===== src/rtl/pipe_ctrl_pkg.sv =====
// pipe_ctrl shared types: stall bit indices, FSM encoding, stall merge.
// Optional stall watchdog is enabled with PIPE_CTRL_WDT_EN.
package pipe_ctrl_pkg;

  localparam int STALL_BUS = 6;
  localparam int STALL_PC  = 0;
  localparam int STALL_IF  = 1;
  localparam int STALL_ID  = 2;
  localparam int STALL_EX  = 3;
  localparam int STALL_LS  = 4;
  localparam int STALL_WB  = 5;

  typedef enum logic [1:0] {
    CTRL_RUN      = 2'd0,
    CTRL_DRAIN    = 2'd1,
    CTRL_REDIRECT = 2'd2
  } ctrl_state_e;

  // Deepest requester wins; it holds itself and every stage upstream.
  function automatic logic [STALL_BUS-1:0] stall_merge(
    input logic rif,
    input logic rid,
    input logic rex,
    input logic rls
  );
    logic [STALL_BUS-1:0] s;
    priority case (1'b1)
      rls:     s = 6'b011111;
      rex:     s = 6'b001111;
      rid:     s = 6'b000111;
      rif:     s = 6'b000011;
      default: s = 6'b000000;
    endcase
    return s;
  endfunction

endpackage


===== src/rtl/pipe_ctrl_stall_wdt.sv =====
// Stall watchdog: saturating count of consecutive PC-stall cycles.
// Sticky timeout flag; instantiated only under PIPE_CTRL_WDT_EN.
module stall_wdt #(
  parameter int WDT_CYCLES = 1024
) (
  input  logic clk,
  input  logic rst,
  input  logic stall_pc,
  output logic timeout
);

  localparam int W = (WDT_CYCLES > 2) ? $clog2(WDT_CYCLES) : 1;
  localparam logic [W-1:0] TOP = W'(WDT_CYCLES - 1);

  logic [W-1:0] cnt;

  always_ff @(posedge clk) begin
    if (rst) begin
      cnt     <= '0;
      timeout <= 1'b0;
    end else if (!stall_pc) begin
      cnt <= '0;
    end else begin
      if (cnt != TOP) cnt <= cnt + 1'b1;
      if (cnt >= TOP - 1'b1) timeout <= 1'b1;
    end
  end

endmodule


===== src/rtl/pipe_ctrl.sv =====
// Pipeline controller: stall merge plus jump/trap redirect sequencing.
// Define PIPE_CTRL_WDT_EN to build in the stall watchdog.
module pipe_ctrl
  import pipe_ctrl_pkg::*;
#(
  parameter int ADDR_W     = 32,
  parameter int DRAIN_CYC  = 2,
  parameter int WDT_CYCLES = 1024
) (
  input  logic              clk,
  input  logic              rst,
  input  logic              stallreq_if_i,
  input  logic              stallreq_id_i,
  input  logic              stallreq_ex_i,
  input  logic              stallreq_ls_i,
  input  logic              jump_req_i,
  input  logic [ADDR_W-1:0] jump_addr_i,
  input  logic              trap_req_i,
  input  logic [ADDR_W-1:0] trap_vec_i,
  output logic [5:0]        stall_o,
  output logic              flush_o,
  output logic [ADDR_W-1:0] redirect_pc_o,
  output logic              trap_busy_o,
  output logic              stall_timeout_o
);

  localparam int CW = (DRAIN_CYC > 2) ? $clog2(DRAIN_CYC) : 1;

  ctrl_state_e       state;
  logic [CW-1:0]     drain_cnt;
  logic [ADDR_W-1:0] target;
  logic [ADDR_W-1:0] redir_q;
  logic              flush_q;
  logic              busy_q;
  logic [5:0]        merged;
  logic [5:0]        stall_int;

  assign merged = stall_merge(stallreq_if_i, stallreq_id_i,
                              stallreq_ex_i, stallreq_ls_i);

  always_comb begin
    stall_int = merged;
    if (state == CTRL_DRAIN) stall_int = merged | 6'b001111;
    if (rst) stall_int = '0;
  end

  always_ff @(posedge clk) begin
    if (rst) begin
      state     <= CTRL_RUN;
      drain_cnt <= '0;
      target    <= '0;
      redir_q   <= '0;
      flush_q   <= 1'b0;
      busy_q    <= 1'b0;
    end else begin
      flush_q <= 1'b0;
      redir_q <= '0;
      unique case (state)
        CTRL_RUN: begin
          if (trap_req_i) begin
            target    <= trap_vec_i;
            drain_cnt <= CW'(DRAIN_CYC - 1);
            busy_q    <= 1'b1;
            state     <= CTRL_DRAIN;
          end else if (jump_req_i && !stall_int[STALL_EX]) begin
            target  <= jump_addr_i;
            redir_q <= jump_addr_i;
            flush_q <= 1'b1;
            state   <= CTRL_REDIRECT;
          end
        end
        CTRL_DRAIN: begin
          if (!stallreq_ls_i) begin
            if (drain_cnt == '0) begin
              redir_q <= target;
              flush_q <= 1'b1;
              state   <= CTRL_REDIRECT;
            end else begin
              drain_cnt <= drain_cnt - 1'b1;
            end
          end
        end
        CTRL_REDIRECT: begin
          busy_q <= 1'b0;
          state  <= CTRL_RUN;
        end
        default: state <= CTRL_RUN;
      endcase
    end
  end

  assign stall_o       = stall_int;
  assign flush_o       = flush_q & !rst;
  assign redirect_pc_o = rst ? '0 : redir_q;
  assign trap_busy_o   = busy_q & !rst;

`ifdef PIPE_CTRL_WDT_EN
  logic wdt_flag;

  stall_wdt #(
    .WDT_CYCLES(WDT_CYCLES)
  ) u_wdt (
    .clk     (clk),
    .rst     (rst),
    .stall_pc(stall_int[STALL_PC]),
    .timeout (wdt_flag)
  );

  assign stall_timeout_o = wdt_flag & !rst;
`else
  // Constant 0; the expression only keeps WDT_CYCLES referenced.
  assign stall_timeout_o = (WDT_CYCLES < 0);
`endif

endmodule


===== config.mk =====
export PLATFORM = sky130hd
export DESIGN_NAME = pipe_ctrl
export DESIGN_NICKNAME = d
export VERILOG_FILES = /design/src/rtl/pipe_ctrl_pkg.sv /design/src/rtl/pipe_ctrl_stall_wdt.sv /design/src/rtl/pipe_ctrl.sv
export SDC_FILE = /design/constraint.sdc
export NUM_CORES = 1
export LEC_CHECK = 0
export ABC_AREA = 1
export BUFFER_PORTS_ARGS = -buffer_cell sky130_fd_sc_hd__buf_4
export CORE_MARGIN = 5
export CORE_UTILIZATION = 47
export DETAILED_ROUTE_END_ITERATION = 8
export MAX_ROUTING_LAYER = met4
export PLACE_DENSITY_LB_ADDON = 0.12
export SLEW_MARGIN = 15
export SYNTH_ARGS = -nofsm -noshare
export SYNTH_HDL_FRONTEND = slang
export SYNTH_SLANG_ARGS = --single-unit
export TNS_END_PERCENT = 100

===== constraint.sdc =====
create_clock -name clk -period 1.4 [get_ports clk]
set_clock_uncertainty 0.15 [all_clocks]
set_input_delay 0.28 -clock clk [delete_from_list [all_inputs] [get_ports clk]]
set_output_delay 0.28 -clock clk [all_outputs]
set_load 0.02 [all_outputs]

==> flow_summary.toml, run 1 <==
[timing]
max_freq_mhz = 592
timing.final.crit_share = 1.21
setup_viol = 71
timing.final.crit_period_ns = 1.69
rsz0062_at_grt = "true"
setup_ws_ns = -0.288
drv_slew = 0
finalHoldViolCount = 0
fin_setup_tns_ns = -10.48

[synth]
synth_fa_ha_area_frac = 0
ys_seq_area_frac = 0.366
synth-seq-cells = 69
netlist_area_um2 = 3770
netlist_instances = 569
synth_compound_area_frac = 0.0961
synthSimpleGateAreaFrac = 0.388
yosysUniqueCellTypes = 23
yosysWarnings = 0
synth_xor_area_frac = 0
synth_top_family_by_area = "simple AND/OR/NAND/NOR gates"
syn_avg_cell_area_um2 = 6.63
synth.mux.area_fraction = 0

[worst_hold_path]
min_from = "jump_addr_i[28]"
hold_path_class = "input port to register"

[global_routing]
overflow = 0
grt_pass1_wl_mm = 17.5
antenna_found_initial = 0
use_met2 = 0.367
gr-usage-met1 = 0.284
grt_max_degree = 45
track_usage = 0.227
grt_pass1_vias = 3720
busiest_layer = "met2"
grtUsageMet3 = 0.0498

[status]
outcome = "complete, but fails checks"
violations = "setup timing"

[floorplan]
die_area_um2 = 9920
chipWidth_um = 99.6
die_h_um = 99.6
start_util = 0.486
io_pins = 113
coreArea_um2 = 7770
num_rows = 32

[finish]
postLayoutCellArea_um2 = 5810
fin_nets = 767
synthToLayoutAreaGrowth_pct = 53.9
n_antenna_cell = 0
drive_gt1_frac = 0.468

[setup_path]
end_kind = "output pin"
cp_max_fo = 4
arrival_ns = 1.26
startpoint = "state[1]"
critPathKind = "register to output pin"
worstPathRequired_ns = 0.97
start_kind = "register"
r2r-start = "state[1]"

[power]
max-vdd-ir-drop_v = 0.000447
p_leak_nw = 2.69
powerDensity_nw_per_um2 = 936

[detailed_routing]
drcViolationCount = 0
viasPerCell = 5.22
postRouteAntennaNets = 0
drt_pass1_iterations = 5
drt-total-wl_mm = 12.6
dr.first_iter.drc_count = 251
wl_per_cell_um = 15.7
vias = 4173

[placement]
placed_area_um2 = 4780
place.gp.congestion = 0.802
place_hpwl_mm = 7.03
numPortBuffers = 110

[cts]
htree_levels = 3
clk_latency_ns = 0.35
cts.sink_count = 69
root_buffer = "clkbuf_8"
clk_path_buf_depth = 2
cts_tree = "yes"
cts_buffers = 9
clk_pin_slew_ns = 0.08

[run]
maxCapViolations = 0
[layout by cell type (no fill, tap or decap), drive strengths merged]
cell type / Yosys / routed
o21a: 1 / 1
nor2: 71 / 71
clkinv: 0 / 1
nor3: 1 / 1
o21ai: 4 / 4
conb: 1 / 2
clkbuf: 3 / 17
dfxtp: 69 / 69
nand2: 167 / 168
buf: 44 / 156
nand3: 34 / 34
a21oi: 67 / 67
nand4: 32 / 32
inv: 75 / 75
[where the power goes]
group	internal [W]	leakage, nW	switching (W)
clock	0.000816	0.0974	0.000733
sequential	0.00212	0.573	0.0000981
combinational	0.000772	2.02	0.000895
total	0.00371	2.69	0.00173
[cells by family (layout without fill, tap and decap cells)]
group,after synthesis,in the layout
DFF,69,69
and+or+nand+nor,305,306
other,1,2
AOI/OAI and AO/OA,72,72
buffers and inverters,122,249
[cell type report]
type                            count  area (um^2)
Multi-Input combinational cell    380         2190
Inverter                           75          284
Timing Repair Buffer              160         1620
Fill cell                         575         1960
Clock buffer                       13          179
Clock inverter                      1         5.00
Sequential cell                    69         1400
Tap cell                          102          128
[critical path, cell delays in order (launching register included)]
cell and delay (ns):
dfxtp_2 0.33, inv_2 0.05, nand2_4 0.08, nand2_4 0.08, o21ai_4 0.15, nand2_2 0.09, buf_6 0.14
[path summary, 6_finish.rpt]
path | end | depth (start not counted) | slack [ns]
hold reg to reg | redir_q[2] | 2 | 0.30
setup / recovery | stall_o[1] | 6 | -0.29
hold / removal | redir_q[28] | 3 | 0.07
setup reg to reg | target[31] | 8 | -0.26
[Yosys cell counts]
| master | n | area share |
|---|---|---|
| nand2_1 | 162 | 0.16 |
| inv_1 | 72 | 0.072 |
| dfxtp_1 | 69 | 0.37 |
| nor2_1 | 69 | 0.069 |
| a21oi_1 | 67 | 0.089 |
| nand4_1 | 32 | 0.053 |
| nand3_2 | 29 | 0.077 |
| buf_2 | 19 | 0.025 |
| buf_1 | 12 | 0.012 |
| buf_6 | 8 | 0.024 |
| buf_4 | 5 | 0.0099 |
| nand3_1 | 5 | 0.0066 |
| o21ai_0 | 4 | 0.0053 |
| clkbuf_1 | 3 | 0.0030 |
| inv_2 | 3 | 0.0030 |
| nand2_2 | 3 | 0.0050 |
| conb_1 | 1 | 0.00099 |
| nand2_4 | 1 | 0.0030 |
| nand2_8 | 1 | 0.0053 |
| nor2_2 | 1 | 0.0017 |
| nor2_4 | 1 | 0.0030 |
| nor3_4 | 1 | 0.0043 |
| o21a_1 | 1 | 0.0020 |
[sequential cells by signal, summed over array words and instances, names as in the netlist]
signal,flops
busy_q,1
state,2
flush_q,1
drain_cnt,1
target,32
redir_q,32
[metal layers]
layer / wire [um] / vias to the layer above
li1: - / 2026
met2: 6370 / 199
met3: 1020 / 29
met5: 0 / -
met1: 4910 / 1919
met4: 274 / 0
[what timing repair did]
item / CTS / global route
setup endpoints to repair: 50 / 88
pin swaps: 6 / 45
buffers inserted: 5 / 3
cloned: 7 / 6
gates resized for setup: 31 / 123
hold buffers: 0 / 0
[stage by stage]
step                      power (W)  hold slack [ns]  setup WS [ns]  instances  utilization
after detailed placement    0.00348            0.304         -0.143        765        0.616
after floorplan             0.00304            0.293        0.00967        570            -
final                       0.00544           0.0702         -0.288        800        0.748
after global routing        0.00567           0.0677         -0.351        800        0.748
after global placement      0.00345            0.302         -0.109        765        0.616
after CTS                   0.00518           0.0685         -0.314        791        0.683
No activity file was read; power rests on OpenSTA's default activity.
==> run 2: changes to the inputs <==
ABC_AREA = default   (was 1)
CORE_UTILIZATION = 45   (was 47)
==> run 2 against run 1 <==
The run still ends with setup timing left. Synthesized area shrank 13%. Fmax decreased by 5.9%. Wire length fell by 11%. Sequential power is 4% lower. Design area decreased by 1.9%.
==> flow_summary.toml, run 2 <==
[finish]
layout_commonest_cell = "buf_4"
drive_gt1_frac = 0.550
synthToLayoutAreaGrowth_pct = 74.5
fillCellCount = 442
fin_nets = 598
reg_top3 = "redir_q: 32 flops, target: 32 flops, state: 2 flops"
n_antenna_cell = 0
final_cell_mix = "buf_4 (135), dfxtp_1 (60), nor2b_1 (42)"

[synth]
synth_edf_count = 0
synth_area_leaders = "dfxtp_1 (42%), nor2b_1 (13%), mux2_2 (11%)"
netlist_instances = 354
synth_top_area_cell = "dfxtp_1"
synth_ff_type = "dfxtp_1"
yosysMostFrequentCell = "dfxtp_1"
yosysWarnings = 0
yosysTopAreaCellShare = 0.423
synth-seq-cells = 69
ys_async_sr_fraction = 0
ys_seq_area_frac = 0.423
syn_avg_cell_area_um2 = 9.22
yosysUniqueCellTypes = 27
ys_top_cells_by_count = "dfxtp_1 (69), nor2b_1 (68), a21oi_1 (36)"
netlist_area_um2 = 3270

[run]
maxCapViolations = 0

[floorplan]
start_util = 0.455
die_area_um2 = 9060
coreArea_um2 = 7180
chipWidth_um = 95.2
die_h_um = 95.2
io_pins = 113
num_rows = 31

[detailed_routing]
drt-met1-wl_mm = 4.38
wl_met3_um = 607
vias = 3205
drcViolationCount = 0
viasPerCell = 5.09
dr.first_iter.drc_count = 127
wl_per_cell_um = 17.8
postRouteAntennaNets = 0
top_layer_used = "met4"
route.met2.wl_mm = 5.95
drt-total-wl_mm = 11.2
drt_pass1_iterations = 4

[power]
p_total_w = 0.00517
powerDensity_nw_per_um2 = 907
p_leak_nw = 2.45
max-vdd-ir-drop_v = 0.000707

[setup_path]
critPathKind = "register to output pin"
end_kind = "output pin"
arrival_ns = 1.36
worstPathRequired_ns = 0.97
start_kind = "register"
cp_max_fo = 2

[timing]
setup_viol = 96
max_freq_mhz = 557
rsz0062_at_grt = "true"
timing.final.crit_period_ns = 1.79
timing.final.crit_share = 1.28
drv_slew = 0
setup_ws_ns = -0.395
finalHoldViolCount = 0

[cts]
clk_pin_slew_ns = 0.08
root_buffer = "clkbuf_8"
clk_latency_ns = 0.35
cts_buffers = 9
postCtsHoldBufs = 0
cts.sink_count = 69
cts_tree = "yes"
htree_levels = 3
clk_path_buf_depth = 2

[worst_hold_path]
hold_path_class = "input port to register"

[global_routing]
antenna_found_initial = 0
overflow = 0
grt_pass1_vias = 3191
grt_max_degree = 32
grt_pass1_wl_mm = 15.9
track_usage = 0.238

[placement]
place.gp.congestion = 0.733
numPortBuffers = 110
dp_slack_ns = -0.330
place_hpwl_mm = 5.60

[status]
violations = "setup timing"
outcome = "complete, but fails checks"
-- run 2: path summary, 6_finish.rpt --
check,from,to,slack (ns),cells after the start
min reg2reg,target[25],redir_q[25],0.30,1
max,state[0],stall_o[1],-0.39,5
min,jump_addr_i[21],redir_q[21],0.06,3
max reg2reg,state[0],redir_q[29],-0.33,6
-- run 2: cells by family after synthesis --
| logic type | count (synthesis) | synth area share |
|---|---|---|
| multiplexers | 32 | 0.111 |
| buffers and inverters | 35 | 0.0579 |
| other | 1 | 0.00115 |
| flip-flops | 69 | 0.423 |
| AO/OA/AOI/OAI | 74 | 0.156 |
| AND/OR/NAND/NOR | 143 | 0.250 |
-- run 2: final cells by class --
cell class	instances	area, um^2	area share
repair buffers	192	1900	0.334
clock buffers	10	138	0.0241
inverters	3	11.3	0.00198
well taps	99	124	0.0217
multi-input cells	251	2040	0.359
flip-flops and latches	69	1390	0.244
clock inverters	6	86.3	0.0151
-- run 2: worst max-delay path, stage by stage (launching register included) --
cell,delay (ns)
dfxtp_2,0.36
buf_6,0.10
nand2b_4,0.04
and3b_2,0.22
a21oi_4,0.15
buf_6,0.14
-- run 2: per-layer routing --
metal	global-route usage	vias to the layer above
met2	0.408	106
met1	0.270	1533
met4	0.0889	0
met3	0.0537	24
li1	-	1542
met5	-	-
-- run 2: through the flow --
stage / area (um^2) / hold slack, ns / setup TNS, ns / util / instances
after detailed placement: 4440 / 0.285 / -16.69 / 0.618 / 574
after global routing: 5700 / 0.0549 / -23.49 / 0.794 / 630
final: 5700 / 0.0592 / -19.75 / 0.794 / 630
after CTS: 5310 / 0.0549 / -14.29 / 0.740 / 617
after global placement: 4440 / 0.281 / -15.62 / 0.618 / 574
after floorplan: 3300 / 0.275 / -9.83 / - / 355
-- run 2: report_power, final --
part | internal [W] | switching (W)
registers | 0.00208 | 0.0000622
clock network | 0.00105 | 0.000787
logic | 0.000706 | 0.000491
total | 0.00383 | 0.00134
-- run 2: repair_timing --
item	in CTS	in global routing
pin swaps	2	6
endpoints found under the setup margin	103	106
gates cloned	11	2
resized for setup	63	76
buffers inserted	16	14
==> run 3: changes to the inputs <==
CORE_UTILIZATION = 54   (was 45)
clock period = 2.1 ns   (was 1.4 ns; I/O delays follow)
==> run 3 against run 2 <==
The flow now finishes without violations. Critical path depth fell by 1. Hold slack gained 0.16 ns. Sequential share of layout area increased by 7.3 points. Register-to-register slack better by 0.76 ns. Clock power fell by 38%. Via count is 13% lower. Non-clock buffer count is 73 lower. Utilization fell by 5.5 points. Power fell by 41%. Die area fell by 15%. Flip-flop and latch count is the same. Count of clock-buffer cells in the layout fell by 1. Critical path type unchanged.
==> flow_summary.toml, run 3 (synthesized netlist as in run 2, its figures left out) <==
[status]
outcome = "finished clean"

[setup_path]
start_kind = "register"
r2r-end = "target[5]"
end_kind = "output pin"
path_cells = "nand2b_1 -> and3b_1 -> a21oi_2 -> buf_4"
rr_worst_depth = 4
critPathSlowestCell = "dfxtp_1"
arrival_ns = 1.44
critPathKind = "register to output pin"
ff2ff_setup_slack_ns = 0.43
r2r-start = "state[1]"
critical_path_buf_inv_count = 1
crit_path_max_incr_delay_ns = 0.52
cp_max_fo = 9
worstPathRequired_ns = 1.53
crit_family = "flip-flops"

[cts]
postCtsHoldBufs = 0
post_cts_buffers = 0
clk_pin_slew_ns = 0.07
cts_resized = 0
root_buffer = "clkbuf_8"
cts.sink_count = 69
cts_buffers = 9
htree_levels = 3
clk_path_buf_depth = 2
clk_latency_ns = 0.33
cts_tree = "yes"

[placement]
place.gp.congestion = 0.756
place_hpwl_mm = 5.00
numPortBuffers = 110
dp_cells = 517

[floorplan]
die_area_um2 = 7700
coreArea_um2 = 5890
io_pins = 113
chipWidth_um = 87.8
start_util = 0.555
die_h_um = 87.8
num_rows = 28

[detailed_routing]
drt-total-wl_mm = 7.40
drcViolationCount = 0
wl_per_cell_um = 13.9
dr.first_iter.drc_count = 116
viasPerCell = 5.23
postRouteAntennaNets = 0
drt_pass1_iterations = 4
vias = 2781

[worst_hold_path]
min_to = "redir_q[25]"
min_from = "jump_addr_i[25]"
hold_depth = 3
hold_path_class = "input port to register"

[finish]
fin_nets = 525
final_cell_mix = "buf_4 (116), dfxtp_1 (69), nor2b_1 (68)"
n_antenna_cell = 0
final_cells = 532
synthToLayoutAreaGrowth_pct = 33.2
layout_commonest_cell = "buf_4"
reg_top3 = "redir_q: 32 flops, target: 32 flops, state: 2 flops"
drive_gt1_frac = 0.370

[timing]
fin_setup_tns_ns = 0
finalHoldViolCount = 0
timing.final.crit_period_ns = 2.01
setup_viol = 0
rsz0062_at_grt = "false"
drv_slew = 0
timing.final.crit_share = 0.958
max_freq_mhz = 497

[global_routing]
antenna_found_initial = 0
grt_pass1_wl_mm = 12.1
track_usage = 0.204
overflow = 0
grt_max_degree = 79
grt_pass1_vias = 2767

[power]
p_leak_nw = 1.89
max-vdd-ir-drop_v = 0.000482
p_total_w = 0.00304
powerDensity_nw_per_um2 = 698

[run]
maxCapViolations = 0
## run 3: where the power goes
part	internal (W)	switching, W	total (W)
Sequential	0.00138	0.0000329	0.00141
Clock	0.000664	0.000483	0.00115
Combinational	0.000262	0.000213	0.000475
## run 3: area by class of cell
cell class | count | area [um^2]
clock inverter | 6 | 87.6
fill | 441 | 1540
multi-input combinational | 251 | 1720
clock buffer | 9 | 124
sequential | 69 | 1380
inverter | 3 | 11.3
timing repair buffer | 119 | 931
tap | 75 | 93.8
## run 3: per-layer routing
| layer | up-vias | GRT usage | share of wire |
|---|---|---|---|
| met5 | - | - | 0 |
| met4 | 0 | 0.0893 | 0.019 |
| met3 | 12 | 0.0423 | 0.061 |
| met2 | 75 | 0.338 | 0.50 |
| met1 | 1302 | 0.239 | 0.42 |
| li1 | 1392 | - | - |
## run 3: metrics by stage
step           utilization  instance area, um^2  hold slack (ns)  worst slack (ns)
2_1_floorplan            -                 3270            0.275            0.0646
3_5_place_dp         0.703                 4140            0.286             0.231
6_report             0.739                 4350            0.216            0.0881
4_1_cts              0.739                 4350            0.199            0.0745
3_3_place_gp         0.703                 4140            0.281             0.250
5_1_grt              0.739                 4350            0.204            0.0147
## run 3: how the worst max path moves through the flow
stage	endpoint	slack, ns	start	cells past startpoint
final	stall_o[1]	0.09	state[1]	4
after global routing	stall_o[1]	0.01	state[1]	4
after CTS	stall_o[1]	0.07	state[1]	4
after detailed placement	target[5]	0.23	trap_req_i	5
after global placement	target[26]	0.25	trap_req_i	5
after floorplan	stall_o[1]	0.06	rst	5
## run 3: worst reg2reg max path: cells and delay by family, from the launching register on
kind	cells	cell delay (ns)
simple gates	1	0.18
flops	1	0.52
buf+inv	1	0.24
mux	1	0.38
compound gates	1	0.10
